[src/rtl/div_seq.sv]
// Sequential unsigned restoring divider: one quotient bit per clock, N+1 cycles
// from the accepting edge to the done cycle; divide-by-zero resolves in one cycle.
module div_seq #(
  parameter int N = 32
) (
  input  logic         clk,
  input  logic         rst,
  input  logic         start,
  input  logic [N-1:0] A,
  input  logic [N-1:0] B,
  output logic         busy,
  output logic         done,
  output logic [N-1:0] Q,
  output logic [N-1:0] R,
  output logic         div_by_zero,
  output logic [1:0]   o_state
);

  localparam int CW = $clog2(N) + 1;

  typedef enum logic [1:0] {
    S_IDLE = 2'd0,
    S_RUN  = 2'd1,
    S_DONE = 2'd2
  } state_t;

  state_t         r_state;
  logic [N:0]     r_rem;
  logic [N-1:0]   r_quo;
  logic [N-1:0]   r_dvs;
  logic [CW-1:0]  r_cnt;
  logic [N-1:0]   r_q;
  logic [N-1:0]   r_r;
  logic           r_dbz;

  logic [N:0]     w_rem_sh;
  logic [N:0]     w_trial;
  logic           w_fits;
  logic [N:0]     w_rem_nxt;
  logic [N-1:0]   w_quo_nxt;
  logic           w_last;

  // One restoring step: shift {rem,quo} left, keep the difference if it did not borrow.
  assign w_rem_sh  = {r_rem[N-1:0], r_quo[N-1]};
  assign w_trial   = w_rem_sh - {1'b0, r_dvs};
  assign w_fits    = ~w_trial[N];
  assign w_rem_nxt = w_fits ? w_trial : w_rem_sh;
  assign w_quo_nxt = {r_quo[N-2:0], w_fits};
  assign w_last    = (r_cnt == CW'(N - 1));

  always_ff @(posedge clk) begin
    if (rst) begin
      r_state <= S_IDLE;
      r_rem   <= '0;
      r_quo   <= '0;
      r_dvs   <= '0;
      r_cnt   <= '0;
      r_q     <= '0;
      r_r     <= '0;
      r_dbz   <= 1'b0;
    end else begin
      case (r_state)
        S_IDLE, S_DONE: begin
          if (start) begin
            if (B != '0) begin
              r_quo   <= A;
              r_rem   <= '0;
              r_dvs   <= B;
              r_cnt   <= '0;
              r_dbz   <= 1'b0;
              r_state <= S_RUN;
            end else begin
              // Zero divisor short-circuits straight to DONE with the saturated quotient.
              r_q     <= '1;
              r_r     <= A;
              r_dbz   <= 1'b1;
              r_state <= S_DONE;
            end
          end else begin
            r_state <= S_IDLE;
          end
        end
        S_RUN: begin
          r_rem <= w_rem_nxt;
          r_quo <= w_quo_nxt;
          r_cnt <= r_cnt + CW'(1);
          if (w_last) begin
            r_q     <= w_quo_nxt;
            r_r     <= w_rem_nxt[N-1:0];
            r_state <= S_DONE;
          end
        end
        default: r_state <= S_IDLE;
      endcase
    end
  end

  assign busy        = (r_state == S_RUN);
  assign done        = (r_state == S_DONE);
  assign Q           = r_q;
  assign R           = r_r;
  assign div_by_zero = r_dbz;
  assign o_state     = r_state;

endmodule

[config.mk]
export PLATFORM = sky130hd
export DESIGN_NAME = div_seq
export DESIGN_NICKNAME = d
export VERILOG_FILES = /design/src/rtl/div_seq.sv
export SDC_FILE = /design/constraint.sdc
export NUM_CORES = 1
export LEC_CHECK = 0
export BUFFER_PORTS_ARGS = -buffer_cell sky130_fd_sc_hd__buf_4
export CORE_MARGIN = 5
export CORE_UTILIZATION = 30
export DETAILED_ROUTE_END_ITERATION = 10
export GPL_ROUTABILITY_DRIVEN = 0
export HOLD_SLACK_MARGIN = 0.08
export PLACE_DENSITY = 0.58
export SYNTH_ARGS = -nofsm -noshare
export SYNTH_HDL_FRONTEND = slang
export SYNTH_SLANG_ARGS = --single-unit
[constraint.sdc]
create_clock -name clk -period 3.3 [get_ports clk]
set_input_delay 0.99 -clock clk [delete_from_list [all_inputs] [get_ports clk]]
set_output_delay 0.99 -clock clk [all_outputs]
set_load 0.03 [all_outputs]
---- Word-level counts from Yosys, hierarchy flattened ----
Cells that the tools add are included.
operators by class
  muxes and demuxes ....................... 23
  bitwise operators ....................... 1
  reductions and logical operators ........ 8
  eq/ne operators ......................... 7
  add/subtract/negate cells ............... 2
operators with widths
  operator                                                                  count
  32-bit 2-to-1 mux                                                         11
  32-bit one-hot mux with 2 select lines                                    4
  33-bit by 32-bit subtractor with 33-bit output                            1
  32-bit nonzero test                                                       1
  6-bit 2-to-1 mux                                                          2
  6-bit one-hot mux with 2 select lines                                     1
  6-bit by 1-bit adder with 6-bit output (second input constant)            1
  6-bit by 5-bit == test with 1-bit output (second input constant)          1
  2-bit 2-to-1 mux                                                          3
  2-bit inequality test (second input constant)                             3
  3-bit AND reduction                                                       2
  2-bit one-hot mux with 2 select lines                                     1
  4-bit AND reduction                                                       1
  2-bit by 1-bit == test with 1-bit output (second input constant)          1
  2-bit == test (second input constant)                                     1
  2-bit logical NOT                                                         1
  2-bit by 1-bit inequality test with 1-bit output (second input constant)  1
  2-bit AND reduction                                                       1
  2-bit nonzero test                                                        1
  2-bit OR reduction                                                        1
  1-bit 2-to-1 mux                                                          1
  1-bit NOT                                                                 1
word-level totals
  logic and storage cells ................. 49
  input port bits ......................... 67
  flip-flop bits (word level) ............. 169
  output and inout bits ................... 69

---- Depth between registers and ports, before layout ----
Gate-level depths: netlist of the first run.
  depth after elaboration ................. 4
  gate-level depth with buffers ........... 13
  mapped depth without buffers ............ 12

---- Least setup slack after synthesis of the first run ----
Ideal clock, no wire load.
  kind .................................... reg-to-reg
  from .................................... register r_quo[31]
  to ...................................... register r_r[6] (netlist: R[6])
  period minus slack after synthesis ...... 2.757 ns
  data required time ...................... 3.225 ns
  path slack .............................. 0.543 ns
  arrival time ............................ 2.682 ns
  library setup time ...................... 0.075 ns
  buffers on the path ..................... 1
  cell stages (with the launch flop) ...... 14
  cells stage by stage .................... dfxtp_1 > inv_1 > ha_1 > inv_1 > fa_1 > a211oi_1 > o21ai_2 > o21ai_1 > a21o_1 > a211oi_2 > a211oi_2 > buf_4 > mux2_1 > o21ai_0
on the way
  cells in the longest elaborated chain, start to end .. 4
ends and longest elaborated chain
  element                                         line  source
  start, declared                                 29    logic [N-1:0] r_quo;
  start signal, assigned                          85    r_quo <= w_quo_nxt;
  33-bit by 32-bit subtractor with 33-bit output  45    assign w_trial = w_rem_sh - {1'b0, r_dvs};
  32-bit 2-to-1 mux                               47    assign w_rem_nxt = w_fits ? w_trial : w_rem_sh;
  32-bit 2-to-1 mux                               87    if (w_last) begin
  32-bit one-hot mux with 2 select lines          62    case (r_state)
  end signal, assigned                            89    r_r <= w_rem_nxt[N-1:0];
  end, declared                                   33    logic [N-1:0] r_r;
Every way passes these cells. The select of a mux whose other input is x is not followed.
A chain may end at the register's enable or synchronous reset.

---- Worst setup path in the final report of the first run ----
  from .................................... register r_quo[31]
  to ...................................... register r_rem[18]
on the way
  cells in the longest elaborated chain, start to end .. 3
ends and longest elaborated chain
  element                                         line  source
  33-bit by 32-bit subtractor with 33-bit output  45
  32-bit 2-to-1 mux                               47
  32-bit one-hot mux with 2 select lines          62
  end signal, assigned                            84    r_rem <= w_rem_nxt;
  end, declared                                   28    logic [N:0] r_rem;
Every way passes these cells.

==> results.yml, run 1 <==
clocking:
  clock_path_buffers: 2
  clockRootBuffer: "clkbuf_16"
  cts_buffers: 17
  clkLatencyLatePin_ns: 0.44
  clkTransAtPathRegs_ns: 0.07
  clock-sinks: 169
  h-tree-depth: 4
  cts_tree: "done"
synth:
  ys_warn_count: 0
  synth_flop_cell: "dfxtp_1"
  seq_area_frac_synth_pct: 37.7
  synthTopCellsByArea: "dfxtp_1, nand2_1, a21oi_1, ha_1, o21ai_0"
  syn_area_per_cell_um2: 8.00
  yosys.area.top_type_share_pct: 37.7
  synth_top_cell_by_area: "dfxtp_1"
  syn_area_um2: 8980
  syn_nets: 1223
  synth_seq_cells: 169
  synth-edff-count: 0
  synth_cells: 1122
  synth_cell_types: 67
  postSynth.asyncResetShare_pct: 0
detailed_routing:
  route.met3.wl_um: 1870
  drt_iter0_markers: 722
  drc: 0
  wl_per_cell_um: 17.2
  vias: 8498
  wl_met1_um: 13800
  vias_per_cell: 5.20
  route.met2.wl_um: 12100
  wl_um: 28100
  postRouteAntennaNets: 0
  dr.max_layer_used: "met4"
  drtPass1Iterations: 7
critical_path:
  endpoint_kind: "flop"
  cp.arrival_ns: 3.38
  crit_slowest_cell: "fa_1"
  critPathKind: "reg -> reg"
  critPathMaxStageDelay_ns: 0.43
  cp-start-kind: "flop"
  crit_chain: "inv_1 > ha_1 > inv_1 > fa_1 > a211oi_2 > o21ai_2 > o21ai_2 > a21o_1 > a211oi_2 > a211oi_4 > buf_12 > mux2i_1 > o21ai_0"
  cp_max_fo: 26
  crit_required_ns: 3.61
floorplanning:
  core_area_um2: 29600
  io_pins: 136
  die_area_um2: 33500
  die_w_um: 183
  num_rows: 63
  die_h_um: 183
  start_util_pct: 30.4
layout:
  post_route_cells_drive_above_1_share_pct: 20.5
  mostFrequentLayoutCells: "nand2_1, dfxtp_1, buf_4"
  fin_util_pct: 37.7
  antenna_cells: 0
  layoutNonFillerInstCount: 1633
  syn2layout_area_growth_pct: 24.0
  layout_commonest_cell: "nand2_1"
  final_cell_area_um2: 11100
  fin_nets: 1331
placed_design:
  placed_area_um2: 10500
  pre_cts_slack_ns: 0.0605
  dpl.hpwl_um: 21400
  portBuffers: 135
  dp_cells: 1601
grt:
  grt_pass1_wl_um: 43700
  antenna_found_initial: 0
  overflow: 0
  grt_max_degree: 59
  grt.total_usage_pct: 16.2
  grt_pass1_vias: 7806
pwr:
  leakagePower_nw: 4.48
  p_per_area_nw_per_um2: 864
  peakVddDrop_mv: 0.568
  finalPower_mw: 9.61
sta:
  worst_slack_ns: 0.229
  relSlewSlack_pct: 48.8
  finalMaxSlewViolations: 0
  min_period_ns: 3.07
  hold_ws_ns: 0.454
  setup_viol: 0
  worst_pin_slew_ns: 0.759
  max_clock_freq_mhz: 326
  finClkSkew_ns: 0.0104
  period_share_pct: 93.1
  fin_tns_setup_ns: 0
  hold_violations: 0
  rsz0062_at_grt: "false"
hold_path:
  hp-class: "reg -> reg"
job:
  drv_cap: 0
status:
  status: "finished clean"
## final cells by class
class / instances / area (um^2)
Fill cell: 3062 / 18400
Inverter: 50 / 188
Multi-Input combinational cell: 821 / 5120
Timing Repair Buffer: 171 / 1350
Sequential cell: 169 / 3380
Tap cell: 390 / 488
Clock buffer: 18 / 439
Clock inverter: 14 / 158
## path summary, 6_finish.rpt
| kind | slack, ns | cells after the start | to | startpoint |
|---|---|---|---|---|
| max | 0.23 | 13 | r_rem[18]$_SDFFE_PP0P_ | r_quo[31]$_SDFFE_PP0P_ |
| min | 0.45 | 2 | r_dvs[5]$_SDFFE_PP0P_ | r_dvs[5]$_SDFFE_PP0P_ |
| max reg2reg | 0.23 | 13 | r_rem[18]$_SDFFE_PP0P_ | r_quo[31]$_SDFFE_PP0P_ |
| min reg2reg | 0.45 | 2 | r_dvs[5]$_SDFFE_PP0P_ | r_dvs[5]$_SDFFE_PP0P_ |
## power by group
group | internal (mW) | switching [mW] | total (mW)
clock | 1.04 | 0.967 | 2.00
combinational | 2.14 | 3.05 | 5.20
sequential | 2.21 | 0.199 | 2.41
total | 5.39 | 4.22 | 9.61
## flip-flops by register name, indices dropped and copies added, names as in the netlist
name and count:
Q 32, R 32, div_by_zero 1, o_state 2
r_cnt 6, r_dvs 32, r_quo 32, r_rem 32
## critical path, delay by kind of cell (launching register included)
family | cells | cell delay (ns)
AO/OA/AOI/OAI | 7 | 1.26
adder cells (fa/ha/maj) | 2 | 0.60
buffers and inverters | 3 | 0.38
flip-flops | 1 | 0.32
multiplexers | 1 | 0.37
## timing repair
action / 4_1_cts / 5_1_grt
setup endpoints to repair: 0 / 52
resized for setup: 0 / 5
setup buffers: 0 / 0
hold buffers: 0 / 0
## kinds of logic after synthesis
| kind of cell | share of synthesized area [%] |
|---|---|
| AND/OR/NAND/NOR | 19.7 |
| buffers and inverters | 5.80 |
| AO/OA/AOI/OAI | 25.9 |
| multiplexers | 3.83 |
| XOR/XNOR | 2.24 |
| adder cells (fa/ha/maj) | 4.82 |
| flip-flops | 37.7 |
## synth_stat cells, types with 4 or more instances
cell and instances:
nand2_1 206, dfxtp_1 169, a21oi_1 88, o21ai_0 80
nor2_1 70, clkbuf_1 68, inv_1 49, a311oi_1 33
ha_1 33, mux2i_1 31, o221a_2 31, a31oi_1 23
nand3_1 23, nor4b_1 18, a21o_1 16, xnor2_1 16
nor3_1 13, o211ai_1 12, and3_1 11, nand4_1 8
nor4_1 8, a211oi_1 7, and2_1 7, buf_2 7
o31ai_1 7, or3_1 7, xor2_1 7, o21a_1 5
nand2b_1 4, or2_2 4
## metal layers
metal / track usage [%] / up-vias
met3: 3.47 / 20
met1: 24.2 / 3952
met4: 3.81 / 0
li1: - / 4263
met2: 23.8 / 263
met5: 0 / -
No activity file was read; power rests on OpenSTA's default activity.
==> run 2: changes to the inputs <==
MAX_ROUTING_LAYER = met4   (was not set)
==> results.yml, run 2 (synthesis gave the netlist of run 1 again) <==
critical_path:
  endpoint_kind: "flop"
  crit_slowest_cell: "fa_1"
  critical_path_buf_inv_count: 3
  critPathMaxStageDelay_ns: 0.43
  cp-start-kind: "flop"
  crit_chain: "inv_1 > ha_1 > inv_1 > fa_1 > a211oi_2 > o21ai_2 > o21ai_2 > a21o_1 > a211oi_2 > a211oi_4 > buf_12 > mux2i_1 > o21ai_0"
  crit_required_ns: 3.61
  cp.arrival_ns: 3.37
  cp_max_fo: 26
  critical-path-top-delay-family: "compound AO/OA/AOI/OAI gates"
  critPathKind: "reg -> reg"
pwr:
  peakVddDrop_mv: 0.568
  leakagePower_nw: 4.48
  p_per_area_nw_per_um2: 865
sta:
  hold_violations: 0
  min_period_ns: 3.06
  finClkSkew_ns: 0.0169
  worst_pin_slew_ns: 0.757
  worst_slack_ns: 0.237
  period_share_pct: 92.8
  max_clock_freq_mhz: 326
  finalMaxSlewViolations: 0
  relSlewSlack_pct: 49.4
  rsz0062_at_grt: "false"
  hold_ws_ns: 0.455
  setup_viol: 0
  fin_tns_setup_ns: 0
detailed_routing:
  drc: 0
  wl_per_cell_um: 17.2
  vias: 8488
  drtPass1Iterations: 5
  drt_iter0_markers: 740
  vias_per_cell: 5.20
  wl_um: 28100
  postRouteAntennaNets: 0
grt:
  grt_max_degree: 59
  grt_pass1_wl_um: 43600
  grt.total_usage_pct: 16.6
  overflow: 0
  grt_pass1_vias: 7827
  antenna_found_initial: 0
clocking:
  h-tree-depth: 4
  clock-sinks: 169
  clkLatencyLatePin_ns: 0.44
  cts_buffers: 17
  cts_tree: "done"
  clockRootBuffer: "clkbuf_16"
  clock_path_buffers: 2
  clkTransAtPathRegs_ns: 0.07
layout:
  multiInputGateArea_um2: 5120
  fin_util_pct: 37.7
  post_route_cells_drive_above_1_share_pct: 20.5
  seq_area_um2: 3380
  layout_commonest_cell: "nand2_1"
  syn2layout_area_growth_pct: 24.0
  fillers: 3062
  antenna_cells: 0
  fin_nets: 1331
  mostFrequentLayoutCells: "nand2_1, dfxtp_1, buf_4"
floorplanning:
  die_w_um: 183
  die_area_um2: 33500
  core_area_um2: 29600
  die_h_um: 183
  start_util_pct: 30.4
  io_pins: 136
  num_rows: 63
hold_path:
  hp-class: "reg -> reg"
placed_design:
  dpl.hpwl_um: 21400
  portBuffers: 135
  pre_cts_slack_ns: 0.0605
status:
  status: "finished clean"
job:
  drv_cap: 0
run 2: cell counts in the layout (fill, tap and decap cells not counted):
Identical to the previous run, type by type.
run 2: through the flow:
stage,area (um^2),std cells,power [mW]
2_1_floorplan,8980,1122,6.16
3_5_place_dp,10500,1601,7.51
4_1_cts,11100,1633,9.55
6_report,11100,1633,9.62
3_3_place_gp,10500,1601,7.47
5_1_grt,11100,1633,10.3
run 2: power by group:
group | total [mW] | switching [mW] | internal, mW
Clock | 2.01 | 0.973 | 1.04
Combinational | 5.20 | 3.06 | 2.14
Sequential | 2.41 | 0.197 | 2.21
Total | 9.62 | 4.23 | 5.39
run 2: what timing repair did:
item                       CTS  global route
hold buffers                 0             0
setup buffers                0             0
resized for setup            0             5
setup endpoints to repair    0            52
run 2: per-layer routing:
metal / routed length (um) / track usage (%) / part of all wire [%]
met1: 13800 / 24.2 / 49
met3: 1790 / 3.09 / 6.4
met5: 0 / - / 0
met2: 12100 / 23.8 / 43
met4: 402 / 4.26 / 1.4
run 2: cell type report:
cell class | instances | area share (%)
clock buffer | 18 | 3.95
clock inverter | 14 | 1.42
inverter | 50 | 1.69
multi-input combinational | 821 | 46.0
sequential | 169 | 30.4
tap | 390 | 4.38
timing repair buffer | 171 | 12.1
run 2: path summary, 6_finish.rpt:
kind                                from                     end  slack [ns]  cells after the start
hold / removal    r_dvs[12]$_SDFFE_PP0P_  r_dvs[12]$_SDFFE_PP0P_        0.46                      2
setup reg to reg  r_quo[31]$_SDFFE_PP0P_  r_rem[18]$_SDFFE_PP0P_        0.24                     13
setup / recovery  r_quo[31]$_SDFFE_PP0P_  r_rem[18]$_SDFFE_PP0P_        0.24                     13
hold reg to reg   r_dvs[12]$_SDFFE_PP0P_  r_dvs[12]$_SDFFE_PP0P_        0.46                      2
run 2: worst register-to-register path, delay by kind of cell, from the launching register on:
family	cells	cell delay [ns]
buffers and inverters	3	0.39
flip-flops	1	0.32
adder cells (fa/ha/maj)	2	0.60
multiplexers	1	0.36
AO/OA/AOI/OAI	7	1.26
